<file path="config.mk">
export PLATFORM = sky130hd
export DESIGN_NAME = uart_rx_flat
export DESIGN_NICKNAME = d
export VERILOG_FILES = /design/src/rtl/uart_rx_if.sv /design/src/rtl/uart_rx.sv /design/src/flat_wrapper.sv
export SDC_FILE = /design/constraint.sdc
export NUM_CORES = 1
export LEC_CHECK = 0
export CORE_ASPECT_RATIO = 1.5
export CORE_MARGIN = 2
export CORE_UTILIZATION = 57
export CTS_BUF_LIST = sky130_fd_sc_hd__clkbuf_16
export CTS_CLUSTER_DIAMETER = 200
export CTS_CLUSTER_SIZE = 24
export DETAILED_ROUTE_END_ITERATION = 10
export MAX_ROUTING_LAYER = met4
export PLACE_DENSITY = 0.85
export SLEW_MARGIN = 5
export SYNTH_ARGS = -nofsm -noshare
export SYNTH_HDL_FRONTEND = slang
export SYNTH_SLANG_ARGS = --single-unit
</file>
<file path="constraint.sdc">
create_clock -name clk_125MHz -period 2.1 [get_ports clk_125MHz]
set_input_delay 0.42 -clock clk_125MHz [delete_from_list [all_inputs] [get_ports clk_125MHz]]
set_output_delay 0.42 -clock clk_125MHz [all_outputs]
set_load 0.01 [all_outputs]
</file>
<file path="src/rtl/uart_rx_if.sv">
// Receiver-side bus: serial line in, recovered byte plus status strobes out.
interface uart_rx_if;
  logic       rx;
  logic [7:0] rx_d;
  logic       rx_valid;
  logic       rx_err;
  logic       rx_busy;

  modport slave  (input rx, output rx_d, rx_valid, rx_err, rx_busy);
  modport master (output rx, input rx_d, rx_valid, rx_err, rx_busy);
endinterface

</file>
<file path="src/rtl/uart_rx.sv">
// 8N1 UART receiver: start-edge detect, mid-bit sampling, one-cycle valid/error strobes.
module uart_rx #(
  parameter int CLKS_PER_BIT = 1085
) (
  input  logic     clk_125MHz,
  input  logic     rst,
  uart_rx_if.slave bus
);
  localparam int HALF_BIT = CLKS_PER_BIT / 2;
  localparam int TW       = $clog2(CLKS_PER_BIT);
  localparam logic [TW-1:0] TMR_HALF = TW'(HALF_BIT - 1);
  localparam logic [TW-1:0] TMR_END  = TW'(CLKS_PER_BIT - 1);

  typedef enum logic [2:0] {IDLE, START, DATA, STOP, WAIT_IDLE} state_t;

  state_t        r_state, w_state_nxt;
  logic          r_rx_m, r_rx_s, r_rx_q;
  logic [TW-1:0] r_tmr;
  logic [2:0]    r_idx;
  logic [7:0]    r_shift, r_rx_d;
  logic          r_valid, r_err;
  logic          w_fall, w_tmr_clr, w_sample, w_load, w_ferr;

  // Sync and history flops idle high so reset never looks like a start edge.
  always_ff @(posedge clk_125MHz or posedge rst) begin
    if (rst) begin
      r_rx_m <= 1'b1;
      r_rx_s <= 1'b1;
      r_rx_q <= 1'b1;
    end else begin
      r_rx_m <= bus.rx;
      r_rx_s <= r_rx_m;
      r_rx_q <= r_rx_s;
    end
  end

  assign w_fall = r_rx_q & ~r_rx_s;

  always_ff @(posedge clk_125MHz or posedge rst) begin
    if (rst) r_state <= IDLE;
    else     r_state <= w_state_nxt;
  end

  always_comb begin
    w_state_nxt = r_state;
    w_tmr_clr   = 1'b0;
    w_sample    = 1'b0;
    w_load      = 1'b0;
    w_ferr      = 1'b0;
    case (r_state)
      IDLE: begin
        w_tmr_clr = 1'b1;
        if (w_fall) w_state_nxt = START;
      end
      START: begin
        if (r_tmr == TMR_HALF) begin
          w_tmr_clr   = 1'b1;
          w_state_nxt = r_rx_s ? IDLE : DATA;
        end
      end
      DATA: begin
        if (r_tmr == TMR_END) begin
          w_sample  = 1'b1;
          w_tmr_clr = 1'b1;
          if (r_idx == 3'd7) w_state_nxt = STOP;
        end
      end
      STOP: begin
        if (r_tmr == TMR_END) begin
          w_tmr_clr = 1'b1;
          if (r_rx_s) begin
            w_load      = 1'b1;
            w_state_nxt = IDLE;
          end else begin
            w_ferr      = 1'b1;
            w_state_nxt = WAIT_IDLE;
          end
        end
      end
      WAIT_IDLE: begin
        // Held-low (break) line parks here so it cannot retrigger frames.
        w_tmr_clr = 1'b1;
        if (r_rx_s) w_state_nxt = IDLE;
      end
      default: w_state_nxt = IDLE;
    endcase
  end

  always_ff @(posedge clk_125MHz or posedge rst) begin
    if (rst) begin
      r_tmr   <= '0;
      r_idx   <= '0;
      r_shift <= '0;
      r_rx_d  <= '0;
      r_valid <= 1'b0;
      r_err   <= 1'b0;
    end else begin
      r_tmr   <= w_tmr_clr ? '0 : r_tmr + TW'(1);
      r_valid <= w_load;
      r_err   <= w_ferr;
      if (w_load) r_rx_d <= r_shift;
      if (r_state != DATA) r_idx <= '0;
      else if (w_sample)   r_idx <= r_idx + 3'd1;
      if (w_sample) r_shift[r_idx] <= r_rx_s;
    end
  end

  assign bus.rx_d     = r_rx_d;
  assign bus.rx_valid = r_valid;
  assign bus.rx_err   = r_err;
  assign bus.rx_busy  = (r_state != IDLE);
endmodule
</file>
<file path="src/flat_wrapper.sv">
// flat-port wrapper written by rule: the top's interface ports become plain ports
module uart_rx_flat 
#(
  parameter int CLKS_PER_BIT = 1085
)
  (clk_125MHz, rst, bus_rx, bus_rx_d, bus_rx_valid, bus_rx_err, bus_rx_busy);
  uart_rx_if bus_i ();
  input  logic clk_125MHz;
  input  logic rst;
  input wire logic [$bits(bus_i.rx)-1:0] bus_rx;
  output wire logic [$bits(bus_i.rx_d)-1:0] bus_rx_d;
  output wire logic [$bits(bus_i.rx_valid)-1:0] bus_rx_valid;
  output wire logic [$bits(bus_i.rx_err)-1:0] bus_rx_err;
  output wire logic [$bits(bus_i.rx_busy)-1:0] bus_rx_busy;
  assign bus_i.rx = bus_rx;
  assign bus_rx_d = bus_i.rx_d;
  assign bus_rx_valid = bus_i.rx_valid;
  assign bus_rx_err = bus_i.rx_err;
  assign bus_rx_busy = bus_i.rx_busy;
  uart_rx #(.CLKS_PER_BIT(CLKS_PER_BIT)) u_core (.clk_125MHz(clk_125MHz), .rst(rst), .bus(bus_i));
endmodule
</file>
== After elaboration in Yosys (flattened, before gate mapping) ==
Cells that the tools add are included.

* Magnitude comparators: 2
* Bitwise gates (word level): 2
* Multiplexer cells: 25
* Reductions and logical operators: 7
* Add/sub/neg operators: 2
* Eq/ne operators: 14

{| class="wikitable"
|+ Operators by type and width
! cell !! count
|-
| 3-bit 2-to-1 mux || 9
|-
| 3-bit one-hot mux with 5 select lines || 1
|-
| 2-bit by 1-bit != test with 1-bit output, second input constant || 6
|-
| 11-bit by 1-bit adder with 11-bit output, second input constant || 1
|-
| 11-bit by 10-bit equality test with 1-bit output, second input constant || 1
|-
| 11-bit equality test, second input constant || 1
|-
| 11-bit 2-to-1 mux || 1
|-
| 1-bit 2-to-1 mux || 10
|-
| 8-bit bitwise mux || 1
|-
| 3-bit by 2-bit equality test with 1-bit output, second input constant || 2
|-
| 3-bit equality test, second input constant || 2
|-
| 6-bit AND reduction || 1
|-
| 3-bit by 4-bit < comparator with 1-bit output, second input constant || 1
|-
| 2-bit OR reduction || 2
|-
| 3-bit by 1-bit adder with 3-bit output, second input constant || 1
|-
| 1-bit demux with 3-bit select || 1
|-
| 3-bit by 1-bit equality test with 1-bit output, second input constant || 1
|-
| 3-bit by 1-bit >= comparator with 1-bit output, second input constant || 1
|-
| 3-bit logical NOT || 1
|-
| 3-bit by 2-bit != test with 1-bit output, second input constant || 1
|-
| 1-bit one-hot mux with 3 select lines || 1
|-
| 3-bit nonzero test || 1
|-
| 2-bit 2-to-1 mux || 1
|-
| 2-bit nonzero test || 1
|-
| other kinds (3) || 3
|}

* Register bits: 38
* Input bits: 3

== Longest topological paths before layout ==
* Depth after elaboration: 5
* Gate-level depth with buffers: 7
* Gate-level depth less buffers: 6

== Worst setup path after synthesis ==
OpenSTA, ideal clock, no wires.

* Path kind: flip-flop to flip-flop
* Start point: register u_core.r_tmr[0]
* End point: register u_core.r_rx_d[0], in the netlist u_core.bus.rx_d[0]
* Cell stages (with the launch flop): 7
* Path buffers: 0
* Path slack: 0.170 ns
* Arrival time: 1.806 ns
* Path through: dfrtp_1 -> inv_1 -> ha_1 -> and4b_4 -> nand3_4 -> nor4_4 -> mux2_2

* Cells in the longest elaborated chain, start to end: 3

{| class="wikitable"
|+ RTL lines
! element !! line !! text
|-
| start: declaration || uart_rx.sv:18 || <nowiki>logic [TW-1:0] r_tmr;</nowiki>
|-
| start signal: assignment || uart_rx.sv:98 || <nowiki>r_tmr <= w_tmr_clr ? '0 : r_tmr + TW'(1);</nowiki>
|-
| 11-bit equality test || uart_rx.sv:69 || <nowiki>if (r_tmr == TMR_END) begin</nowiki>
|-
| 1-bit 2-to-1 mux || uart_rx.sv:69 ||
|-
| 1-bit 2-to-1 mux || uart_rx.sv:50 || <nowiki>case (r_state)</nowiki>
|-
| named net u_core.w_load || uart_rx.sv:22 || <nowiki>logic w_fall, w_tmr_clr, w_sample, w_load, w_ferr;</nowiki>
|-
| end signal: assignment || uart_rx.sv:101 || <nowiki>if (w_load) r_rx_d <= r_shift;</nowiki>
|-
| end: declaration || uart_rx.sv:20 || <nowiki>logic [7:0] r_shift, r_rx_d;</nowiki>
|}

The timed path passes the listed nets, and every way through them passes these cells.
A chain may end at the register's enable or synchronous reset.

== Worst setup path after layout ==
* Start point: register u_core.r_tmr[0]
* End point: register u_core.r_rx_d[3], in the netlist u_core.bus.rx_d[3]

The elaborated chain is that of the path after synthesis.

==> results by group <==
Clock network
  – Number of clock buffers inserted by TritonCTS: 5
  – Number of hold-repair buffers added at the cts stage: 0
  – Max clock buf depth: 2
  – CTS tree: built
  – Skew-Pair Late Insertion Delay: 280 ps
  – Clock-pin slew of the registers on the worst-case setup and hold paths: 50 ps
  – Clock net sink count: 38
  – Cell at the root of the clock tree: sky130_fd_sc_hd__clkbuf_16
  – Maximum level of the CTS H-tree: 2
  – Setup Fix Bufs, Post-CTS: 0

Setup path
  – Data arrival time of the worst path: 2140 ps
  – Cells traversed along the worst timing path: inv_1 -> ha_1 -> and4b_4 -> nand3_4 -> nor4_4 -> buf_4 -> mux2_2
  – Max incr delay on CP: approximately 430 ps
  – Cell family contributing the most delay on the critical path: simple AND/OR/NAND/NOR gates
  – First element of the critical path: u_core.r_tmr[0]
  – Crit Path Max Fanout: 9
  – Buf/Inv on CP: 2
  – CP Launch Type: register
  – Slowest cell on crit path: sky130_fd_sc_hd__dfrtp_1
  – Crit Path Class: reg -> reg
  – Reg-to-reg startpoint: u_core.r_tmr[0]
  – CP endpoint kind: register
  – Req. time, crit path: 2260 ps

Synthesis
  – Predominant post-synthesis flop cell: sky130_fd_sc_hd__dfrtp_1
  – Net count after synthesis: 162
  – Number of instances in the synthesized netlist: 154
  – Synth Cell Area: ~1800 µm²
  – #FFs+latches synth: 38
  – Number of flops mapped to enable cells by yosys: 0
  – Syn avg cell area: 11.8 µm²
  – Syn. warnings: 0
  – Proportion of synthesized flip-flops having asynchronous set or reset: 100%
  – Portion of the post-synthesis area used by sequential elements: 52.7%
  – Count of distinct cell types in the synthesized netlist: 36

Finish
  – Growth of design area from synthesis to finish: 16.8%
  – Post-layout util: 68.3%
  – Final-stage net count: about 180
  – Sequential cell area: ~960 µm²
  – Area used by multi-input combinational logic: 777 µm²
  – Share of post-route cells with drive strength above 1: 23.0%
  – Number of inserted filler cells in the final layout: 216
  – Final antenna diode count: 0

Drt
  – Post-route DRC: 0
  – Routed len/inst: about 15 µm
  – Via/cell ratio: between 5 and 6
  – First-pass iteration count of the detailed router: 4
  – 1st-iter DRT viols: 23
  – Via count: roughly 1200
  – Routed Antenna Nets: 0
  – Routed wire length: roughly 3.2 mm

Place
  – Detailed placer's ending HPWL: 2.32 mm
  – RePlAce Congestion: 0.794
  – Number of input and output port buffers inserted: 13

Timing
  – Peak clock frequency supported by timing: 507 MHz
  – Transition at the pin with the smallest max-transition slack: 466 ps
  – Final critical-path required period: 1970 ps
  – Worst Clk Skew: 5.87 ps
  – Number of hold violations in the final report: 0
  – Count of endpoints failing setup in the final report: 0
  – Worst-case headroom to the max-slew limit: 68.9%
  – Final-report max-slew violation count: 0
  – Final Cycle Share: 94.0%
  – RSZ-0062 raised after global routing: no
  – Total negative slack for setup checks: 0 ps

Die
  – Die boundary width: 50.0 µm
  – Floorplan row count: 25
  – Initial Utilization: 58.5%
  – Height of the die: 73.0 µm
  – Floorplan core area: 3100 µm²
  – Boundary Pins: 14
  – Die area: 3650 µm²

Min path
  – Classification of the worst-slack hold path: reg -> reg
  – Startpoint of the worst hold path: u_core.r_rx_m

GRT
  – GR Overflow Total: 0
  – GR Util All Layers: 21.3%
  – Initial antenna violation count: 0
  – Number of global-route vias before repair: roughly 1200
  – Maximum number of pins on one net before global-route repair: 39
  – First-pass GRT wire length: 5.47 mm

Power and ir drop
  – Leakage power summed over all cells: about 0.96 nW
  – Worst vdd rail ir drop: 0.598 mV
  – Power density over cell area: 856 nW/µm²

Outcome
  – Run status: finished, final reports clean

Job
  – Total of max-cap violations: 0
-- cell families (layout without fill, tap and decap cells) --
logic type / count (synthesis) / count (layout) / share of synthesized area, %
compound gates: 10 / 10 / 4.01
simple gates: 59 / 59 / 19.0
buf+inv: 13 / 33 / 4.35
fa+ha+maj: 5 / 5 / 3.46
xor+xnor: 10 / 10 / 4.84
flops: 38 / 38 / 52.7
mux: 19 / 19 / 11.6
-- path summary, 6_finish.rpt --
kind                                      end  slack [ps]  cells after the start
hold / removal                  u_core.r_rx_s         360                      0
setup reg to reg           u_core.bus.rx_d[3]         130                      7
min in group asynchronous     u_core.r_tmr[7]         540                      3
max in group asynchronous       u_core.r_rx_s        1200                      3
setup / recovery           u_core.bus.rx_d[3]         130                      7
hold reg to reg                 u_core.r_rx_s         360                      0
-- cell usage in the layout (no fill, tap or decap), drive strengths merged, types with 3 or more instances in the layout --
master          n
mux2           16
dfrtp          35
ha              5
dfstp           3
xor2            5
inv             8
nor3            5
nand3           6
a21oi           3
nand4           4
mux2i           3
clkbuf          5
xnor2           5
clkdlybuf4s50  13
nor2           24
buf             4
nand2           8
-- stage by stage --
step	total power (W)	setup slack [ps]	cells	cell area, µm²	hold WS (ps)
after floorplan	0.00105	170	154	1810	345
after global placement	0.00110	209	206	1970	346
after detailed placement	0.00112	126	206	1970	347
after CTS	0.00183	78.4	214	2110	355
after global routing	0.00189	7.61	214	2110	357
final	0.00181	126	214	2110	355
-- per-layer routing --
metal	vias to the layer above	track usage [%]	routed length [µm]
met5	-	-	0
met4	0	9.26	57
met3	6	5.53	94
met2	14	39.2	1890
met1	597	20.5	1160
li1	566	-	-
-- synth_stat cells, types with 2 or more instances --
library cell,count,area [µm²]
sky130_fd_sc_hd__inv_1,8,30.0
sky130_fd_sc_hd__clkbuf_1,2,7.51
sky130_fd_sc_hd__nor3_1,4,20.0
sky130_fd_sc_hd__nand2b_1,2,12.5
sky130_fd_sc_hd__mux2i_1,3,30.0
sky130_fd_sc_hd__xnor2_1,5,43.8
sky130_fd_sc_hd__ha_1,5,62.6
sky130_fd_sc_hd__dfstp_2,3,78.8
sky130_fd_sc_hd__nand3_1,5,25.0
sky130_fd_sc_hd__a21oi_1,3,15.0
sky130_fd_sc_hd__clkbuf_8,3,41.3
sky130_fd_sc_hd__xor2_1,5,43.8
sky130_fd_sc_hd__mux2_2,16,180
sky130_fd_sc_hd__nor2_1,24,90.1
sky130_fd_sc_hd__dfrtp_1,35,876
sky130_fd_sc_hd__nand4_1,4,25.0
sky130_fd_sc_hd__nand2_1,8,30.0
-- flip-flops by register name, indices dropped and copies added (netlist names) --
register,count
u_core.r_tmr,11
u_core.bus.rx_d,8
u_core.r_shift,8
u_core.r_idx,3
u_core.r_state,3
u_core.bus.rx_err,1
u_core.bus.rx_valid,1
u_core.r_rx_m,1
u_core.r_rx_q,1
u_core.r_rx_s,1
-- repair_timing --
item / CTS / global route
resized for setup: 0 / 1
setup endpoints to repair: 0 / 1
hold endpoints to repair: 0 / 0
-- cell type report --
type / count / share of cell area (%)
tap: 40 / 2.37
multi-input combinational: 103 / 36.7
inverter: 8 / 1.42
sequential: 38 / 45.2
clock buffer: 5 / 5.92
timing repair buffer: 17 / 7.57
clock inverter: 3 / 0.769
-- power by group --
group          leakage [nW]  switching (W)  internal [W]
combinational         0.387       0.000124     0.0000989
sequential            0.506      0.0000830      0.000798
clock                0.0672       0.000274      0.000432
Power figures use the tool's default switching activity.
